File: src/rtl/spi_dac_receiver.sv
// SPI responder for the DAC frame path: deserialises frames in the clk domain,
// decodes cmd/addr/data and echoes the previous good frame on SPI_MISO.
module spi_dac_receiver #(
  parameter int FRAME_BITS  = 28,
  parameter int SYNC_STAGES = 2
) (
  input  logic        clk,
  input  logic        reset_Async,
  input  logic        SPI_SCK,
  input  logic        SPI_MOSI,
  input  logic        DAC_CS,
  output logic        SPI_MISO,
  output logic [3:0]  rx_cmd,
  output logic [3:0]  rx_addr,
  output logic [11:0] rx_data,
  output logic        rx_valid,
  output logic        rx_err
);

  localparam logic [4:0] FRAME_CNT = 5'(FRAME_BITS);
  localparam logic [4:0] CNT_MAX   = 5'd31;

  typedef enum logic [1:0] {IDLE, SHIFT, DONE} state_t;

  logic [SYNC_STAGES-1:0] sck_sync_q, cs_sync_q, mosi_sync_q;
  logic                   sck_prev_q, cs_prev_q;
  logic [SYNC_STAGES:0]   live_q;
  logic                   sck_s, cs_s, mosi_s, live;
  logic                   sck_rise, sck_fall, cs_rise, cs_fall;

  state_t                  state_q, state_d;
  logic [4:0]              cnt_q, cnt_d;
  logic [FRAME_BITS-1:0]   rx_sr_q, rx_sr_d;
  logic [FRAME_BITS-1:0]   tx_sr_q, tx_sr_d;
  logic [FRAME_BITS-1:0]   echo_q, echo_d;
  logic                    miso_q, miso_d;
  logic [3:0]              cmd_q, cmd_d, addr_q, addr_d;
  logic [11:0]             data_q, data_d;
  logic                    valid_q, valid_d, err_q, err_d;

  always_ff @(posedge clk or posedge reset_Async) begin
    if (reset_Async) begin
      sck_sync_q  <= '0;
      cs_sync_q   <= '1;
      mosi_sync_q <= '0;
      sck_prev_q  <= 1'b0;
      cs_prev_q   <= 1'b1;
      live_q      <= '0;
    end else begin
      sck_sync_q  <= {sck_sync_q[SYNC_STAGES-2:0], SPI_SCK};
      cs_sync_q   <= {cs_sync_q[SYNC_STAGES-2:0], DAC_CS};
      mosi_sync_q <= {mosi_sync_q[SYNC_STAGES-2:0], SPI_MOSI};
      sck_prev_q  <= sck_s;
      cs_prev_q   <= cs_s;
      live_q      <= {live_q[SYNC_STAGES-1:0], 1'b1};
    end
  end

  assign sck_s  = sck_sync_q[SYNC_STAGES-1];
  assign cs_s   = cs_sync_q[SYNC_STAGES-1];
  assign mosi_s = mosi_sync_q[SYNC_STAGES-1];

  // Edges are masked until the synchronisers have flushed their reset values,
  // so a CS held low through reset release is not mistaken for a frame start.
  assign live     = live_q[SYNC_STAGES];
  assign sck_rise = live & sck_s & ~sck_prev_q;
  assign sck_fall = live & ~sck_s & sck_prev_q;
  assign cs_rise  = live & cs_s & ~cs_prev_q;
  assign cs_fall  = live & ~cs_s & cs_prev_q;

  always_ff @(posedge clk or posedge reset_Async) begin
    if (reset_Async) begin
      state_q <= IDLE;
      cnt_q   <= '0;
      rx_sr_q <= '0;
      tx_sr_q <= '0;
      echo_q  <= '0;
      miso_q  <= 1'b0;
      cmd_q   <= '0;
      addr_q  <= '0;
      data_q  <= '0;
      valid_q <= 1'b0;
      err_q   <= 1'b0;
    end else begin
      state_q <= state_d;
      cnt_q   <= cnt_d;
      rx_sr_q <= rx_sr_d;
      tx_sr_q <= tx_sr_d;
      echo_q  <= echo_d;
      miso_q  <= miso_d;
      cmd_q   <= cmd_d;
      addr_q  <= addr_d;
      data_q  <= data_d;
      valid_q <= valid_d;
      err_q   <= err_d;
    end
  end

  always_comb begin
    state_d = state_q;
    cnt_d   = cnt_q;
    rx_sr_d = rx_sr_q;
    tx_sr_d = tx_sr_q;
    echo_d  = echo_q;
    miso_d  = miso_q;
    cmd_d   = cmd_q;
    addr_d  = addr_q;
    data_d  = data_q;
    valid_d = 1'b0;
    err_d   = 1'b0;
    unique case (state_q)
      IDLE: begin
        if (cs_fall) begin
          cnt_d   = '0;
          tx_sr_d = echo_q;
          miso_d  = echo_q[FRAME_BITS-1];
          state_d = SHIFT;
        end
      end
      SHIFT: begin
        if (cs_rise) begin
          state_d = DONE;
        end else begin
          if (sck_rise) begin
            rx_sr_d = {rx_sr_q[FRAME_BITS-2:0], mosi_s};
            cnt_d   = (cnt_q == CNT_MAX) ? CNT_MAX : cnt_q + 5'd1;
          end
          if (sck_fall) begin
            tx_sr_d = {tx_sr_q[FRAME_BITS-2:0], 1'b0};
            miso_d  = tx_sr_q[FRAME_BITS-2];
          end
        end
      end
      DONE: begin
        if (cnt_q == FRAME_CNT) begin
          cmd_d   = rx_sr_q[FRAME_BITS-1 -: 4];
          addr_d  = rx_sr_q[FRAME_BITS-5 -: 4];
          data_d  = rx_sr_q[FRAME_BITS-9 -: 12];
          echo_d  = rx_sr_q;
          valid_d = 1'b1;
        end else begin
          err_d   = 1'b1;
        end
        state_d = IDLE;
      end
      default: state_d = IDLE;
    endcase
  end

  assign SPI_MISO = miso_q;
  assign rx_cmd   = cmd_q;
  assign rx_addr  = addr_q;
  assign rx_data  = data_q;
  assign rx_valid = valid_q;
  assign rx_err   = err_q;

endmodule

File: config.mk
export PLATFORM = sky130hd
export DESIGN_NAME = spi_dac_receiver
export DESIGN_NICKNAME = d
export VERILOG_FILES = /design/src/rtl/spi_dac_receiver.sv
export SDC_FILE = /design/constraint.sdc
export NUM_CORES = 1
export LEC_CHECK = 0
export ABC_AREA = 1
export CORE_UTILIZATION = 59
export DETAILED_ROUTE_END_ITERATION = 12
export PLACE_DENSITY = 0.77
export REMOVE_ABC_BUFFERS = 1
export SETUP_SLACK_MARGIN = 0.1
export SLEW_MARGIN = 20
export SYNTH_ARGS = -nofsm -noshare
export SYNTH_HDL_FRONTEND = slang
export SYNTH_SLANG_ARGS = --single-unit
File: constraint.sdc
create_clock -name clk -period 3.9 [get_ports clk]
set_clock_uncertainty 0.05 [all_clocks]
set_input_delay 0.39 -clock clk [delete_from_list [all_inputs] [get_ports clk]]
set_output_delay 0.39 -clock clk [all_outputs]
set_load 0.01 [all_outputs]
==> results by group <==
Power
  – Clock Power Share: 34.0%
  – Seq pwr share: 55.3%
  – Switch share: 28.0%
  – Comb pwr share: 10.7%
  – Net Sw Power: 579 uW
  – Leakage power: 0.00240 uW
  – Int Power: 1480 uW
  – PwrDens: 425 mW/mm^2
  – Max VDD drop: 271 uV

Synth
  – Yosys cell types: 24
  – Synth warn: 0
  – Avg Inst Size Synth: 8.54 um^2
  – Flop and latch count out of synthesis: 104
  – Cells after Synth: 526
  – Register area share after synthesis: 58.0%
  – Synth Cell Area: 0.00449 mm^2

Global route
  – Grt ovf: 0
  – First-pass GRT wire length: 13800 um
  – Initial antenna violation count: 0
  – Gr usage total: 22.9%
  – Number of global-route vias before repair: 3075
  – Largest net degree at the start of global routing: 60

Critical path
  – Critical path type: flip-flop to flip-flop
  – CP endpoint kind: flip-flop
  – Req. time, crit path: 4.17 ns
  – Type of element launching the critical path: flip-flop
  – Crit path DAT: 2.80 ns
  – Crit Path Max Fanout: 33

Timing
  – Worst slew pin tran: 1.00 ns
  – Worst slew margin: 33.2%
  – Setup violations, final: 0
  – Post-Route Setup TNS: 0 ns
  – Minimum clock period: 2.53 ns
  – Max-slew violations: 0
  – Final Cycle Share: 64.9%
  – Final Hold Fails: 0
  – WHS: 0.305 ns
  – Fmax: 395 MHz
  – RSZ-0062 raised after global routing: false

Route
  – Starting DRT DRC Count: 222
  – Vias: 3181
  – DR DRC count: 0
  – WL/cell: 12.4 um
  – Final ANT Viol Nets: 0
  – DR pass1 iterations: 4
  – Drt total wl: 7800 um
  – Vias/cell: 5.07

CTS
  – # resized after CTS: 0
  – Clk Latency, worst-skew pair: 0.37 ns
  – Root Buffer: clkbuf_8
  – Cts bufs inserted: 9
  – Clock Path Buffers: 2
  – Reg clk slew, reported paths: 0.10 ns
  – # clock sinks: 104
  – CTS tree: yes
  – H-tree depth: 3
  – Postcts setup bufs: 0
  – Hold-fix buffers, CTS: 0

Flow run
  – Max Cap Viol: 0

Placed design
  – RD Place Congestion: 0.772
  – Port-buffer cells: 27
  – # placed instances: 611
  – Post-DP HPWL: 4810 um

Die
  – Core Area: 0.00729 mm^2
  – Ports: 28
  – Die span in y: 89.3 um
  – Starting Density: 61.6%
  – Die Area: 0.00797 mm^2
  – Die W: 89.3 um
  – FP Rows: 31

Cells and area
  – N_diodes: 0
  – Share of cells above drive strength 1: 6.44%
  – Most common cell after layout, fill and taps aside: nand2_1
  – Most frequent cells in the layout: 213 x nand2_1, 101 x dfrtp_1, 39 x inv_1, 37 x nand3_1, 31 x o21ai_1
  – Synth-to-layout area growth: 7.97%
  – Fillers: 609
  – Post-Layout Cell Count: 627
  – Final net count: 530
  – Final design utilization: 66.5%

Min path
  – HP Class: flip-flop to flip-flop

Run status
  – Status: completed
-- flip-flops by register name, summed over array words and instances (netlist names) --
signal and flops:
echo_q 28, rx_sr_q 28, tx_sr_q 27, cnt_q 5
live_q 3, cs_sync_q 2, mosi_sync_q 2, sck_sync_q 2
state_q 2, SPI_MISO 1, cs_prev_q 1, rx_err 1
rx_valid 1, sck_prev_q 1
-- synth_stat cells --
cell type | count | area share, %
buf_4 | 24 | 4.0
nand2_2 | 2 | 0.28
buf_1 | 2 | 0.17
conb_1 | 1 | 0.083
nor2_4 | 1 | 0.25
nand4_1 | 1 | 0.14
ha_1 | 2 | 0.56
o21ai_0 | 29 | 3.2
nand3_2 | 3 | 0.67
buf_6 | 1 | 0.25
nor2_2 | 1 | 0.14
buf_2 | 15 | 1.7
inv_1 | 40 | 3.3
dfrtp_1 | 101 | 56
nand3b_1 | 1 | 0.17
o21ai_1 | 31 | 3.5
nor3_1 | 1 | 0.11
nand2_1 | 213 | 18
dfstp_2 | 3 | 1.8
o21a_1 | 1 | 0.17
inv_2 | 2 | 0.17
nor2_1 | 10 | 0.84
nand3_1 | 38 | 4.2
clkbuf_1 | 3 | 0.25
-- final cells by class --
type	instances	area, um^2	share of cell area [%]
multi-input combinational	335	1450	29.9
inverter	42	160	3.30
timing repair buffer	31	300	6.19
sequential	104	2610	53.7
clock inverter	6	73.8	1.52
clock buffer	10	138	2.84
tap	99	124	2.55
-- logic make-up after synthesis --
group | synth area share (%)
buffers and inverters | 9.86
flip-flops | 58.0
AND/OR/NAND/NOR | 24.6
adder cells (fa/ha/maj) | 0.557
AO/OA/AOI/OAI | 6.85
other | 0.0835
-- through the flow --
step	total power [uW]	setup WS (ns)	area [um^2]
floorplan	1310	0.733	4210
global route	2160	1.04	4850
detailed placement	1390	1.34	4640
finish	2060	1.37	4850
global placement	1380	1.39	4640
CTS	2090	1.32	4850
-- metal layers --
metal	wire length, um	track usage (%)	vias to the layer above	part of all wire (%)
li1	-	-	1607	-
met1	3700	30.0	1514	47
met2	3710	37.5	49	48
met3	276	5.17	11	3.5
met4	115	8.51	0	1.5
met5	0	0	-	0
-- power groups by stage --
stage / combinational, uW / clock (uW) / sequential, uW
3_5_place_dp: 224 / 0 / 1160
2_1_floorplan: 156 / 0 / 1160
4_1_cts: 225 / 723 / 1140
3_3_place_gp: 220 / 0 / 1160
5_1_grt: 254 / 754 / 1150
6_report: 221 / 701 / 1140
-- final timing paths --
kind / start / to / slack, ns / cells after the start
worst max-delay path: state_q[1] / cnt_q[1] / 1.37 / 6
worst min-delay path: live_q[0] / live_q[1] / 0.31 / 0
worst max register to register: state_q[1] / cnt_q[1] / 1.37 / 6
worst min register to register: live_q[0] / live_q[1] / 0.31 / 0
max in group asynchronous: reset_Async / rx_err / 2.59 / 3
min in group asynchronous: reset_Async / tx_sr_q[12] / 0.42 / 2
-- critical path, cell delays in order (launching register included) --
cell	delay, ns
dfrtp_1	0.49
nor2_4	0.62
nand3_2	0.59
buf_4	0.45
inv_1	0.13
o21ai_0	0.09
nand2_1	0.06
Note: power is estimated with default switching activity, not from simulation.
